[src/rtl/cmp_arb_pkg.sv]
// Shared types and constants for the two-requester comparator arbiter.
package cmp_arb_pkg;

   typedef enum logic [1:0] {
      IDLE    = 2'd0,
      COMPARE = 2'd1,
      RESP    = 2'd2
   } state_t;

   localparam int CMP_WIDTH = 2;
   localparam int STAT_W    = 8;

   // Counter increment that holds at all-ones instead of wrapping.
   function automatic logic [STAT_W-1:0] sat_inc(input logic [STAT_W-1:0] val);
      sat_inc = (val == {STAT_W{1'b1}}) ? val : val + 1'b1;
   endfunction

endpackage

[src/rtl/comparator.sv]
// Unsigned magnitude comparator; the single datapath shared by both requesters.
module comparator
   import cmp_arb_pkg::*;
(
   input  logic [CMP_WIDTH-1:0] A,
   input  logic [CMP_WIDTH-1:0] B,
   output logic                 less,
   output logic                 equal,
   output logic                 greater
);

   assign less    = (A <  B);
   assign equal   = (A == B);
   assign greater = (A >  B);

endmodule

[src/rtl/cmp_arbiter.sv]
// Round-robin arbiter feeding a shared comparator; one request in flight at a time.
// Optional per-requester response counters are built when CMP_ARBITER_STATS_EN is defined.
//
// state   | meaning
// IDLE    | waiting for a valid request; grants one and latches its operands
// COMPARE | latched operands on the comparator; flags registered at exit
// RESP    | result strobed out on the following cycle; last-grant updated
module cmp_arbiter
   import cmp_arb_pkg::*;
#(
   parameter int WIDTH = CMP_WIDTH
)(
   input  logic              clk,
   input  logic              rst,
   input  logic              req0_valid,
   input  logic [WIDTH-1:0]  req0_a,
   input  logic [WIDTH-1:0]  req0_b,
   output logic              req0_ready,
   input  logic              req1_valid,
   input  logic [WIDTH-1:0]  req1_a,
   input  logic [WIDTH-1:0]  req1_b,
   output logic              req1_ready,
   output logic              rsp_valid,
   output logic              rsp_id,
   output logic              rsp_less,
   output logic              rsp_equal,
   output logic              rsp_greater,
   output logic [STAT_W-1:0] stat0_cnt,
   output logic [STAT_W-1:0] stat1_cnt
);

   state_t           r_state;
   logic             r_last;
   logic [WIDTH-1:0] r_a;
   logic [WIDTH-1:0] r_b;
   logic             r_id;
   logic             r_cmp_less;
   logic             r_cmp_equal;
   logic             r_cmp_greater;
   logic             r_rsp_valid;
   logic             r_rsp_id;
   logic             r_rsp_less;
   logic             r_rsp_equal;
   logic             r_rsp_greater;

   logic             w_idle;
   logic             w_grant0;
   logic             w_grant1;
   logic             w_less;
   logic             w_equal;
   logic             w_greater;

   // On a tie the requester that did not win last time gets the grant.
   assign w_idle   = (r_state == IDLE);
   assign w_grant0 = w_idle && req0_valid && (!req1_valid || r_last);
   assign w_grant1 = w_idle && req1_valid && (!req0_valid || !r_last);

   assign req0_ready = w_grant0;
   assign req1_ready = w_grant1;

   comparator u_cmp (
      .A       (r_a),
      .B       (r_b),
      .less    (w_less),
      .equal   (w_equal),
      .greater (w_greater)
   );

   always_ff @(posedge clk) begin
      if (rst) begin
         r_state       <= IDLE;
         r_last        <= 1'b1;
         r_a           <= '0;
         r_b           <= '0;
         r_id          <= 1'b0;
         r_cmp_less    <= 1'b0;
         r_cmp_equal   <= 1'b0;
         r_cmp_greater <= 1'b0;
         r_rsp_valid   <= 1'b0;
         r_rsp_id      <= 1'b0;
         r_rsp_less    <= 1'b0;
         r_rsp_equal   <= 1'b0;
         r_rsp_greater <= 1'b0;
      end else begin
         // Response outputs are a one-cycle strobe and read zero otherwise.
         r_rsp_valid   <= 1'b0;
         r_rsp_id      <= 1'b0;
         r_rsp_less    <= 1'b0;
         r_rsp_equal   <= 1'b0;
         r_rsp_greater <= 1'b0;
         case (r_state)
            IDLE: begin
               if (w_grant0 || w_grant1) begin
                  r_a     <= w_grant1 ? req1_a : req0_a;
                  r_b     <= w_grant1 ? req1_b : req0_b;
                  r_id    <= w_grant1;
                  r_state <= COMPARE;
               end
            end
            COMPARE: begin
               r_cmp_less    <= w_less;
               r_cmp_equal   <= w_equal;
               r_cmp_greater <= w_greater;
               r_state       <= RESP;
            end
            RESP: begin
               r_rsp_valid   <= 1'b1;
               r_rsp_id      <= r_id;
               r_rsp_less    <= r_cmp_less;
               r_rsp_equal   <= r_cmp_equal;
               r_rsp_greater <= r_cmp_greater;
               r_last        <= r_id;
               r_state       <= IDLE;
            end
            default: r_state <= IDLE;
         endcase
      end
   end

   assign rsp_valid   = r_rsp_valid;
   assign rsp_id      = r_rsp_id;
   assign rsp_less    = r_rsp_less;
   assign rsp_equal   = r_rsp_equal;
   assign rsp_greater = r_rsp_greater;

`ifdef CMP_ARBITER_STATS_EN
   logic [STAT_W-1:0] r_stat0;
   logic [STAT_W-1:0] r_stat1;

   always_ff @(posedge clk) begin
      if (rst) begin
         r_stat0 <= '0;
         r_stat1 <= '0;
      end else if (r_state == RESP) begin
         if (r_id) r_stat1 <= sat_inc(r_stat1);
         else      r_stat0 <= sat_inc(r_stat0);
      end
   end

   assign stat0_cnt = r_stat0;
   assign stat1_cnt = r_stat1;
`else
   assign stat0_cnt = '0;
   assign stat1_cnt = '0;
`endif

endmodule

[config.mk]
export PLATFORM = sky130hd
export DESIGN_NAME = cmp_arbiter
export DESIGN_NICKNAME = d
export VERILOG_FILES = /design/src/rtl/cmp_arb_pkg.sv /design/src/rtl/comparator.sv /design/src/rtl/cmp_arbiter.sv
export SDC_FILE = /design/constraint.sdc
export NUM_CORES = 1
export LEC_CHECK = 0
export BUFFER_PORTS_ARGS = -buffer_cell sky130_fd_sc_hd__buf_2
export CAP_MARGIN = 30
export CORE_MARGIN = 1.5
export CORE_UTILIZATION = 45
export CTS_CLUSTER_DIAMETER = 200
export CTS_CLUSTER_SIZE = 25
export DETAILED_ROUTE_END_ITERATION = 8
export PLACE_DENSITY = 0.77
export SLEW_MARGIN = 5
export SYNTH_ARGS = -nofsm -noshare
export SYNTH_HDL_FRONTEND = slang
export SYNTH_SLANG_ARGS = --single-unit
export TNS_END_PERCENT = 100
[constraint.sdc]
create_clock -name clk -period 1.33 [get_ports clk]
set_input_delay 0.399 -clock clk [delete_from_list [all_inputs] [get_ports clk]]
set_output_delay 0.399 -clock clk [all_outputs]
set_load 0.005 [all_outputs]
-- Yosys cells after proc, flatten, opt, wreduce, memory -nomap -nowiden
Cells that the tools add are included.
- bits in registers: 16
- bits of input ports: 12
- output and inout bits: 23
- $lt $le $gt $ge: 2
- equality and inequality tests: 4
- mux-type cells: 5
- bitwise operators: 1
- reduce and logical (&&, ||, !) cells: 13
- operators by type and width (kind ; number):
    $mux 2 ; 3
    $logic_and 1x1->1 ; 4
    $pmux 2 s2 ; 1
    $logic_not 1->1 ; 3
    $logic_or 1x1->1 ; 3
    $eq 2x1->1 const B ; 1
    $eq 2x2->1 ; 1
    $eq 2x2->1 const B ; 1
    $gt 2x2->1 ; 1
    $logic_not 2->1 ; 1
    $lt 2x2->1 ; 1
    $ne 2x1->1 const B ; 1
    $reduce_and 2->1 ; 1
    $reduce_or 2->1 ; 1
    $mux 1 ; 1
    $not 1->1 ; 1

-- Logic depth before layout (Yosys ltp)
Gate-level depths: netlist of the first run.
- depth in word-level cells: 6
- depth in mapped cells: 5
- mapped depth without buffers: 5

-- By module
A second synthesis of the first run with hierarchy kept.
- cell total of the unflattened synthesis: 87
- area total of the unflattened synthesis: 804.5 µm²
- by module, submodules not included (module ; times used ; cells each ; area each (µm²) ; seq. area each (µm²)):
    cmp_arbiter ; 1 ; 78 ; 742.0 ; 320.3
    comparator ; 1 ; 9 ; 62.6 ; 0.0

-- Worst setup path after synthesis of the first run
No wires, ideal clock.
- path kind: input to output
- from: in req0_valid
- to: out req1_ready
- data arrival time: 877 ps
- data required time: 931 ps
- setup slack: 54 ps
- stages: 2
- cells stage by stage: a211o_2 nor2_1
- longest elaborated chain between the ends: 3
- ends and longest elaborated chain (what ; line ; text):
    from (decl) ; cmp_arbiter.sv:15 ; input logic req0_valid,
    $logic_not 1->1 ; cmp_arbiter.sv:56 ; assign w_grant1 = w_idle && req1_valid && (!req0_valid || !r_last);
    $logic_or 1x1->1 ; cmp_arbiter.sv:56 ;
    $logic_and 1x1->1 ; cmp_arbiter.sv:56 ;
    to (decl) ; cmp_arbiter.sv:22 ; output logic req1_ready,
No other way between the ends.

-- Final worst setup path of the first run
- from: reg r_last
- to: out req1_ready
- longest elaborated chain between the ends: 3
- ends and longest elaborated chain (what ; line ; text):
    from (decl) ; cmp_arbiter.sv:33 ; logic r_last;
    from (signal assigned) ; cmp_arbiter.sv:112 ; r_last <= r_id;
    $logic_not 1->1 ; cmp_arbiter.sv:56 ;
    $logic_or 1x1->1 ; cmp_arbiter.sv:56 ;
    $logic_and 1x1->1 ; cmp_arbiter.sv:56 ;
No other way between the ends.

==> impl_results.md, run 1 <==
* CP startpoint: r_last
* Number of global-route vias before repair at 567
* Via count at 625
* Max-slew violation count at 0
* Die area at 2020 um2
* Fmax achieved at 0.650 GHz
* Post-DP HPWL at 1090 um
* Diodes inserted at 0
* Crit. End Element: output pin
* Clk buf depth at 2
* Unrepaired setup endpoints after global routing: true
* Final hold vios at 0
* Global-route wire length before repair at 2270 um
* Ys async rst share at 0%
* Final min period at 1.54 ns
* R2R setup slack at 0.07 ns
* CTS hold repair buffers at 0
* Root buffer cell: clkbuf_4
* Worst Setup EP: req1_ready
* Final non-filler cell total at 131
* Area leader, netlist: dfxtp_1
* Largest net degree at the start of global routing at 13
* R2r startpoint: r_b[1]
* Nets@finish at 131
* Core Region at 1580 um2
* Clk sink count at 16
* Status: complete, but fails checks
* Clk pin slew, worst setup/hold paths at 0.09 ns
* Lkg Pwr at 0.443 nW
* DRT Pass-1 Iters at 3
* Die height at 45.0 um
* DR iter-0 viols at 6
* Pwr dens at 1060 nW/um2
* Dpl cells at 128
* PnR worst setup slack at -0.208 ns
* M1 wire length at 557 um
* Total Wirelength at 1350 um
* Highest metal used: met4
* Finished layout cell area at 942 um2
* Failing checks: setup timing
* Clk_lat worst skew at 0.28 ns
* Die width at 45.0 um
* Row count at 14
* Crit Path Class: flop to output pin
* Seq/Total Area, Yosys at 40.4%
* DR WL met3 at 71 um
* Commonest cells in the synthesized netlist: buf_4 (16), dfxtp_1 (16), a21oi_1 (7)
* Antenna Violating Nets Remaining at 0
* Reg2Reg Depth at 5
* Num CTS Buffers at 3
* WL per Instance at 10.3 um
* FF-to-FF End: r_cmp_less
* VDD IR max at 0.000599 V
* Area delta synth->final at 19.0%
* Initial antenna violation count at 0
* Max FO, Critical Path at 4
* Routed wl met2 at 713 um
* Hold Crit Class: input pin to flop
* Fillers at 149
* Io pins at 35
* Port Buf Inserts at 18
* Seq cells post-synth at 16
* Avg Inst Size Synth at 9.00 um2
* Max Cap Viol at 0
* CP arrival at 1.14 ns
* Final GP Congestion at 0.683
* Post-synth top flop: dfxtp_1
* Gate Count Post-Synth at 88
* Initial core utilization at 50.2%
* GR Overflow Total at 0
* Post-synthesis cell area at 792 um2
* Netlist cell types at 26
* Tcrit/Tclk final at 116%
* Most area-consuming cells after synthesis: dfxtp_1 (40%), buf_4 (15%), a21oi_1 (4.4%)
* Final setup fails at 2
* Worst Clk Skew at 0.00295 ns
* Startpoint Class: flop
* CTS tree: built
* Yosys top cell area share at 40.4%
* Post-placement cell area at 895 um2
* WP data required at 0.93 ns
* H-tree levels at 1
* GRT Util Overall at 15.3%
* DR vias/cell at 4.77
* Post-synth EDFFs at 0
* Share of layout cells above drive strength 1 at 35.7%
* Ys Warns at 0
* DRC violations left at 0
worst min-delay path by stage:
stage             startpoint  slack [ns]             to  cells after the start
2_1_floorplan  r_cmp_greater        0.43  r_cmp_greater                      2
3_3_place_gp   r_cmp_greater        0.43  r_cmp_greater                      2
3_5_place_dp      r_cmp_less        0.45       rsp_less                      1
4_1_cts            req1_a[1]        0.39         r_a[1]                      3
5_1_grt            req1_b[1]        0.39         r_b[1]                      3
6_report           req1_a[1]        0.40         r_a[1]                      3
layout by cell type, fill, tap and decap left out:
cell type  synthesis  routed
or3_1              1       1
nand2b_1           2       2
mux2i_1            1       1
o21ai_0            5       5
dfxtp_1           16      12
dfxtp_2            0       4
a21oi_1            7       7
nor2b_1            3       3
nand4_1            4       4
ha_1               2       1
and2_1             5       5
a311oi_1           4       4
nor2_1             3       2
ha_4               0       1
inv_1              3       3
nand2_1            5       5
buf_2              0      18
o21ba_2            1       1
o211ai_1           1       1
clkbuf_4           0       3
nor2_4             1       1
buf_4             16       8
a211o_2            1       1
conb_1             1      16
a21boi_0           1       1
nand2b_4           1       1
nor3_2             0       1
nand3_1            1       1
or2_4              1       1
nor2_2             0       1
per-stage QoR:
step | hold WS, ns | setup slack (ns) | power, mW | utilization (%) | setup TNS (ns)
6_report | 0.396 | -0.208 | 0.999 | 59.8 | -0.355
3_5_place_dp | 0.450 | -0.157 | 0.750 | 56.7 | -0.485
3_3_place_gp | 0.435 | -0.128 | 0.743 | 56.7 | -0.318
5_1_grt | 0.395 | -0.268 | 1.06 | 59.8 | -0.503
4_1_cts | 0.391 | -0.223 | 0.999 | 58.9 | -0.380
2_1_floorplan | 0.427 | 0.0538 | 0.706 | - | 0
cells by family after synthesis:
| family | count (synthesis) | share of synthesized area [%] |
|---|---|---|
| AND/OR/NAND/NOR | 28 | 21.2 |
| AO/OA/AOI/OAI | 20 | 16.4 |
| buffers and inverters | 20 | 17.1 |
| flip-flops | 16 | 40.4 |
| adder cells (fa/ha/maj) | 2 | 3.16 |
| multiplexers | 1 | 1.26 |
| other | 1 | 0.473 |
registers in the layout (all words and copies together), names as in the netlist:
| name | count |
|---|---|
| r_last | 1 |
| r_cmp_equal | 1 |
| r_a | 2 |
| r_state | 2 |
| rsp_id | 1 |
| rsp_valid | 1 |
| r_cmp_greater | 1 |
| r_b | 2 |
| r_id | 1 |
| r_cmp_less | 1 |
| rsp_less | 1 |
| rsp_greater | 1 |
| rsp_equal | 1 |
where the power goes:
part	total, mW	internal (mW)	switching (mW)
registers	0.534	0.514	0.0194
clock network	0.245	0.105	0.140
logic	0.220	0.107	0.114
total	0.999	0.726	0.273
layout make-up:
type | count | area, um2 | area share [%]
inverters | 3 | 11.3 | 1.20
clock buffers | 3 | 22.5 | 2.39
flip-flops and latches | 16 | 325 | 34.5
well taps | 16 | 20.0 | 2.12
repair buffers | 26 | 150 | 15.9
multi-input cells | 67 | 413 | 43.8
critical path: stages, from the launching register on:
cell and delay, ns:
dfxtp_2 0.34, a211o_2 0.31, nor2_2 0.10, buf_2 0.12
repair_timing:
action / in CTS / in global routing
setup buffers: 0 / 0
gates resized for setup: 5 / 2
pin swaps: 1 / 1
endpoints found under the setup margin: 2 / 3
routing by layer:
metal  GRT usage (%)  vias to the layer above
met2            25.7                       20
met3            3.60                        2
met1            18.2                      276
met5               0                        -
li1                -                      327
met4            7.06                        0
Note: power is estimated with default switching activity, not from simulation.
==> inputs of run 2 (changes only) <==
Settings changed: REMOVE_ABC_BUFFERS set to 1.
==> run 2 against run 1 <==
Effect of this change: the run still ends with setup timing left; via count grew 5.8%; global-route usage decreased by 0.67 points; register-to-register slack improved by 0.04 ns; critical path depth stayed put; final cell count is 1.5% higher; clock skew barely moved.
==> impl_results.md, run 2 (synthesis gave the netlist of run 1 again) <==
* Status: complete, but fails checks (unchanged)
* Failing checks: setup timing (unchanged)
* Diodes inserted at 0 (unchanged)
* VDD IR max at 0.000478 V (was 0.000599 V)
* Via count at 661 (was 625)
* Worst Clk Skew at 0.00318 ns (was 0.00295 ns)
* Fmax achieved at 0.643 GHz (was 0.650 GHz)
* Die width at 45.0 um (unchanged)
* Core Region at 1580 um2 (unchanged)
* PnR worst setup slack at -0.225 ns (was -0.208 ns)
* FF-to-FF End: r_cmp_less (unchanged)
* Core Util, Final at 61.7% (was 59.8%)
* Post-DP HPWL at 1050 um (was 1090 um)
* Initial core utilization at 50.2% (unchanged)
* Row count at 14 (unchanged)
* WP data required at 0.93 ns (about the same)
* Crit Path Class: flop to output pin (unchanged)
* H-tree levels at 1 (unchanged)
* Crit. End Element: output pin (unchanged)
* Unrepaired setup endpoints after global routing: true (unchanged)
* Clk_lat worst skew at 0.28 ns (about the same)
* Number of global-route vias before repair at 520 (was 567)
* Post-placement cell area at 902 um2 (was 895 um2)
* Max Cap Viol at 0 (unchanged)
* Root buffer cell: clkbuf_4 (unchanged)
* Hold Path Sink: r_a[1] (unchanged)
* GR Overflow Total at 0 (unchanged)
* Port Buf Inserts at 18 (unchanged)
* Area delta synth->final at 22.7% (was 19.0%)
* Setup TNS at -0.393 ns (was -0.355 ns)
* Clk buf depth at 2 (unchanged)
* Nets@finish at 132 (was 131)
* Biggest regs: r_a (2), r_b (2), r_state (2) (unchanged)
* Die area at 2020 um2 (unchanged)
* CTS tree: built (unchanged)
* Tcrit/Tclk final at 117% (was 116%)
* DR vias/cell at 4.97 (was 4.77)
* Largest net degree at the start of global routing at 13 (unchanged)
* Max-slew violation count at 0 (unchanged)
* Lkg Pwr at 0.455 nW (was 0.443 nW)
* Hold Crit Class: input pin to flop (unchanged)
* Fillers at 148 (was 149)
* Clk pin slew, worst setup/hold paths at 0.09 ns (about the same)
* DRC violations left at 0 (unchanged)
* Num CTS Buffers at 3 (unchanged)
* CP arrival at 1.16 ns (was 1.14 ns)
* Hold Crit Start: req1_a[1] (unchanged)
* WHS Path Cells at 3 (unchanged)
* Share of layout cells above drive strength 1 at 37.6% (was 35.7%)
* Design Power at 1.07 mW (was 999 uW)
* Antenna Violating Nets Remaining at 0 (unchanged)
* R2r startpoint: r_b[1] (unchanged)
* Reg2Reg Depth at 5 (unchanged)
* CTS hold repair buffers at 0 (unchanged)
* WL per Instance at 10.1 um (was 10.3 um)
* Finished layout cell area at 972 um2 (was 942 um2)
* GRT Util Overall at 14.6% (was 15.3%)
* Final hold vios at 0 (unchanged)
* DP Worst Slack at -0.162 ns (was -0.157 ns)
* Global-route wire length before repair at 2130 um (was 2270 um)
* Commonest non-fill, non-tap cell in the layout: buf_2 (unchanged)
* Final min period at 1.56 ns (was 1.54 ns)
* Die height at 45.0 um (unchanged)
* Initial antenna violation count at 0 (unchanged)
* Total Wirelength at 1350 um (about the same)
* CP startpoint: r_last (unchanged)
* DRT Pass-1 Iters at 4 (was 3)
* Final setup fails at 2 (unchanged)
* R2R setup slack at 0.11 ns (was 0.07 ns)
* Clk sink count at 16 (unchanged)
* Final GP Congestion at 0.752 (was 0.683)
* Final non-filler cell total at 133 (was 131)
* Most frequent cells in the layout: buf_2 (18), conb_1 (16), dfxtp_1 (12), buf_4 (9), a21oi_1 (6) (was buf_2 (18), conb_1 (16), dfxtp_1 (12), buf_4 (8), a21oi_1 (7))
* DR iter-0 viols at 8 (was 6)
* Worst hold margin at 0.394 ns (was 0.396 ns)
* Startpoint Class: flop (unchanged)
* Pwr dens at 1100 nW/um2 (was 1060 nW/um2)
* Max FO, Critical Path at 4 (unchanged)
* Io pins at 35 (unchanged)
* Dpl cells at 129 (was 128)
==> run 2: critical path, stage by stage (launching register included) <==
cell	delay, ns
dfxtp_2	0.34
a211o_2	0.33
nor2_4	0.09
buf_2	0.11
==> run 2: routing by layer <==
layer / vias to the layer above / routed length (um) / track usage, %
met5: - / 0 / 0
met4: 0 / 20 / 7.06
met3: 2 / 118 / 3.60
met2: 38 / 589 / 24.0
met1: 292 / 619 / 17.6
li1: 329 / - / -
==> run 2: timing repair <==
action	in CTS	in global routing
setup buffers	0	0
pin swaps	1	0
resized for setup	5	4
endpoints found under the setup margin	2	3
==> run 2: worst max path at each step <==
stage                            end  cells after the start
final                     req1_ready                      3
after global routing      req1_ready                      3
after CTS                 req1_ready                      3
after detailed placement  req1_ready                      4
after global placement    req1_ready                      4
after floorplan           req1_ready                      2
==> run 2: layout make-up <==
class                   count  area, um2  share of cell area, %
repair buffers             27        158                   16.2
flip-flops and latches     16        325                   33.5
well taps                  16       20.0                   2.06
multi-input cells          67        422                   43.4
clock buffers               4       36.3                   3.73
inverters                   3       11.3                   1.16
==> run 2: where the power goes <==
group | internal, mW | total, mW | switching [mW]
combinational | 0.110 | 0.228 | 0.118
clock | 0.167 | 0.310 | 0.144
sequential | 0.514 | 0.533 | 0.0188
total | 0.791 | 1.07 | 0.280
==> inputs of run 3 (changes only) <==
Settings changed: ABC_AREA set to 1.
==> run 3 against run 2 <==
Effect of this change: final cell count up 11%; register-to-register slack better by 0.10 ns; critical path type unchanged; largest cell class is now sequential cells; global-route usage up 1.1 points; critical path depth up 1; area after synthesis up 0.16%; the flow still finishes with violations (setup timing); synthesized cell count up 17%; flip-flop and latch count unchanged; first-iteration DRC count up 25%; fmax up 13%; clock skew up 0.0050 ns; critical endpoint unchanged; via count down 1.2%; clock-buffer cell count unchanged.
==> impl_results.md, run 3 <==
* Most frequent cells in the layout: inv_1 (20), buf_2 (18), conb_1 (16), dfxtp_1 (13), nand2_1 (12) (was buf_2 (18), conb_1 (16), dfxtp_1 (12), buf_4 (9), a21oi_1 (6))
* Finished layout cell area at 943 um2 (was 972 um2)
* Port Buf Inserts at 18 (unchanged)
* Startpoint Class: flop (unchanged)
* Status: complete, but fails checks (unchanged)
* Antenna Violating Nets Remaining at 0 (unchanged)
* Ys async rst share at 0% (unchanged)
* Ys Warns at 0 (unchanged)
* Crit Path Class: flop to output pin (unchanged)
* Post-placement cell area at 872 um2 (was 902 um2)
* DRC violations left at 0 (unchanged)
* Max-slew violation count at 0 (unchanged)
* Die width at 45.0 um (about the same)
* Final setup fails at 2 (unchanged)
* Hold Crit Class: input pin to flop (unchanged)
* Area leader, netlist: dfxtp_1 (unchanged)
* Row count at 14 (unchanged)
* Seq/Total Area, Yosys at 40.4% (about the same)
* Unrepaired setup endpoints after global routing: true (unchanged)
* Worst Clk Skew at 0.00817 ns (was 0.00318 ns)
* Most frequent cell after synthesis: inv_1
* Post-synth top flop: dfxtp_1 (unchanged)
* Pwr dens at 1130 nW/um2 (was 1100 nW/um2)
* Initial antenna violation count at 0 (unchanged)
* Tcrit/Tclk final at 104% (was 117%)
* Total Wirelength at 1270 um (was 1350 um)
* Most area-consuming cells after synthesis: dfxtp_1 (40%), buf_4 (15%), inv_1 (9.5%) (was dfxtp_1 (40%), buf_4 (15%), a21oi_1 (4.4%))
* CP arrival at 0.98 ns (was 1.16 ns)
* DP Worst Slack at 0.0499 ns (was -0.162 ns)
* Setup TNS at -0.0721 ns (was -0.393 ns)
* Post-DP HPWL at 1000 um (was 1050 um)
* GRT Util Overall at 15.6% (was 14.6%)
* Global-route wire length before repair at 2260 um (was 2130 um)
* Num CTS Buffers at 3 (unchanged)
* VDD IR max at 0.000518 V (was 0.000478 V)
* Largest net degree at the start of global routing at 10 (was 13)
* Biggest regs: r_a (2), r_b (2), r_state (2) (unchanged)
* Clk sink count at 16 (unchanged)
* Root buffer cell: clkbuf_4 (unchanged)
* Netlist cell types at 22 (was 26)
* Gate Count Post-Synth at 103 (was 88)
* Crit. End Element: output pin (unchanged)
* Failing checks: setup timing (unchanged)
* Number of global-route vias before repair at 549 (was 520)
* DR vias/cell at 4.44 (was 4.97)
* DRT Pass-1 Iters at 4 (unchanged)
* CTS tree: built (unchanged)
* Share of layout cells above drive strength 1 at 30.5% (was 37.6%)
* Max Cap Viol at 0 (unchanged)
* Clk pin slew, worst setup/hold paths at 0.09 ns (about the same)
* Io pins at 35 (unchanged)
* Commonest non-fill, non-tap cell in the layout: inv_1 (was buf_2)
* Commonest cells in the synthesized netlist: inv_1 (20), buf_4 (16), dfxtp_1 (16) (was buf_4 (16), dfxtp_1 (16), a21oi_1 (7))
* Diodes inserted at 0 (unchanged)
* Seq cells post-synth at 16 (unchanged)
* Clk_lat worst skew at 0.29 ns (was 0.28 ns)
* Final min period at 1.38 ns (was 1.56 ns)
* Initial core utilization at 50.3% (was 50.2%)
* Final GP Congestion at 0.750 (was 0.752)
* Final hold vios at 0 (unchanged)
* Via count at 653 (was 661)
* Area delta synth->final at 18.9% (was 22.7%)
* Core Region at 1580 um2 (unchanged)
* WL per Instance at 8.66 um (was 10.1 um)
* CTS hold repair buffers at 0 (unchanged)
* GR Overflow Total at 0 (unchanged)
* Lkg Pwr at 0.520 nW (was 0.455 nW)
* Post-synthesis cell area at 793 um2 (was 792 um2)
* Yosys top cell area share at 40.4% (about the same)
* Avg Inst Size Synth at 7.70 um2 (was 9.00 um2)
* Fmax achieved at 0.724 GHz (was 0.643 GHz)
* Max FO, Critical Path at 4 (unchanged)
* WP data required at 0.93 ns (about the same)
* Clk buf depth at 2 (unchanged)
* PnR worst setup slack at -0.0515 ns (was -0.225 ns)
* H-tree levels at 1 (unchanged)
* Nets@finish at 146 (was 132)
* Die area at 2020 um2 (about the same)
* Post-synth EDFFs at 0 (unchanged)
* Die height at 45.0 um (about the same)
* DR iter-0 viols at 10 (was 8)
==> run 3: cell types whose count changed after synthesis, sizes merged, moves of 4 or more <==
cell and change:
inv +18, nand2 +8, and2 -5, nand3 +5, a311oi -4
==> run 3: layout make-up <==
class | instances | area (um2)
Fill cell | 149 | 633
Sequential cell | 16 | 329
Multi-Input combinational cell | 64 | 329
Timing Repair Buffer | 26 | 150
Inverter | 21 | 78.8
Clock buffer | 4 | 36.3
Tap cell | 16 | 20.0
==> run 3: critical path: stages (launching register included) <==
cell and delay (ns):
dfxtp_4 0.37, nor2_4 0.12, nand3_2 0.07, inv_1 0.05, buf_2 0.10
==> run 3: per-layer routing <==
metal / up-vias / GRT usage [%] / share of wire, %
met5: - / 0 / 0
met4: 0 / 8.82 / 2.4
met3: 5 / 6.00 / 9.3
met2: 35 / 25.1 / 45
met1: 268 / 17.6 / 43
li1: 345 / - / -
==> run 3: logic make-up (layout without fill, tap and decap cells) <==
| group | Yosys count | after routing | share of synthesized area [%] |
|---|---|---|---|
| other | 1 | 16 | 0.473 |
| adder cells (fa/ha/maj) | 2 | 2 | 3.15 |
| AO/OA/AOI/OAI | 15 | 15 | 11.4 |
| AND/OR/NAND/NOR | 31 | 31 | 18.9 |
| buffers and inverters | 38 | 51 | 25.7 |
| flip-flops | 16 | 16 | 40.4 |
==> run 3: path summary, 6_finish.rpt <==
kind	end	slack, ns	startpoint	depth (start not counted)
setup / recovery	req1_ready	-0.05	r_state[1]	4
hold / removal	r_b[0]	0.39	req0_b[0]	5
setup reg to reg	r_b[1]	0.21	r_state[1]	8
hold reg to reg	rsp_less	0.43	r_cmp_less	2
==> run 3: report_power, final <==
group	leakage, nW	switching, mW	internal [mW]
Combinational	0.367	0.120	0.0936
Clock	0.0210	0.150	0.167
Sequential	0.132	0.0186	0.513
Total	0.520	0.288	0.773
==> run 3: through the flow <==
stage,hold slack [ns],util (%),total power [mW],cells
finish,0.391,59.8,1.06,147
floorplan,0.405,-,0.671,101
CTS,0.385,58.9,1.07,146
detailed placement,0.413,55.3,0.741,140
global placement,0.415,55.3,0.734,140
global route,0.396,59.8,1.13,147
==> run 3: timing repair <==
action	4_1_cts	5_1_grt
endpoints found under the hold margin	0	0
setup buffers	2	1
pin swaps	3	2
endpoints found under the setup margin	2	2
gates resized for setup	4	3
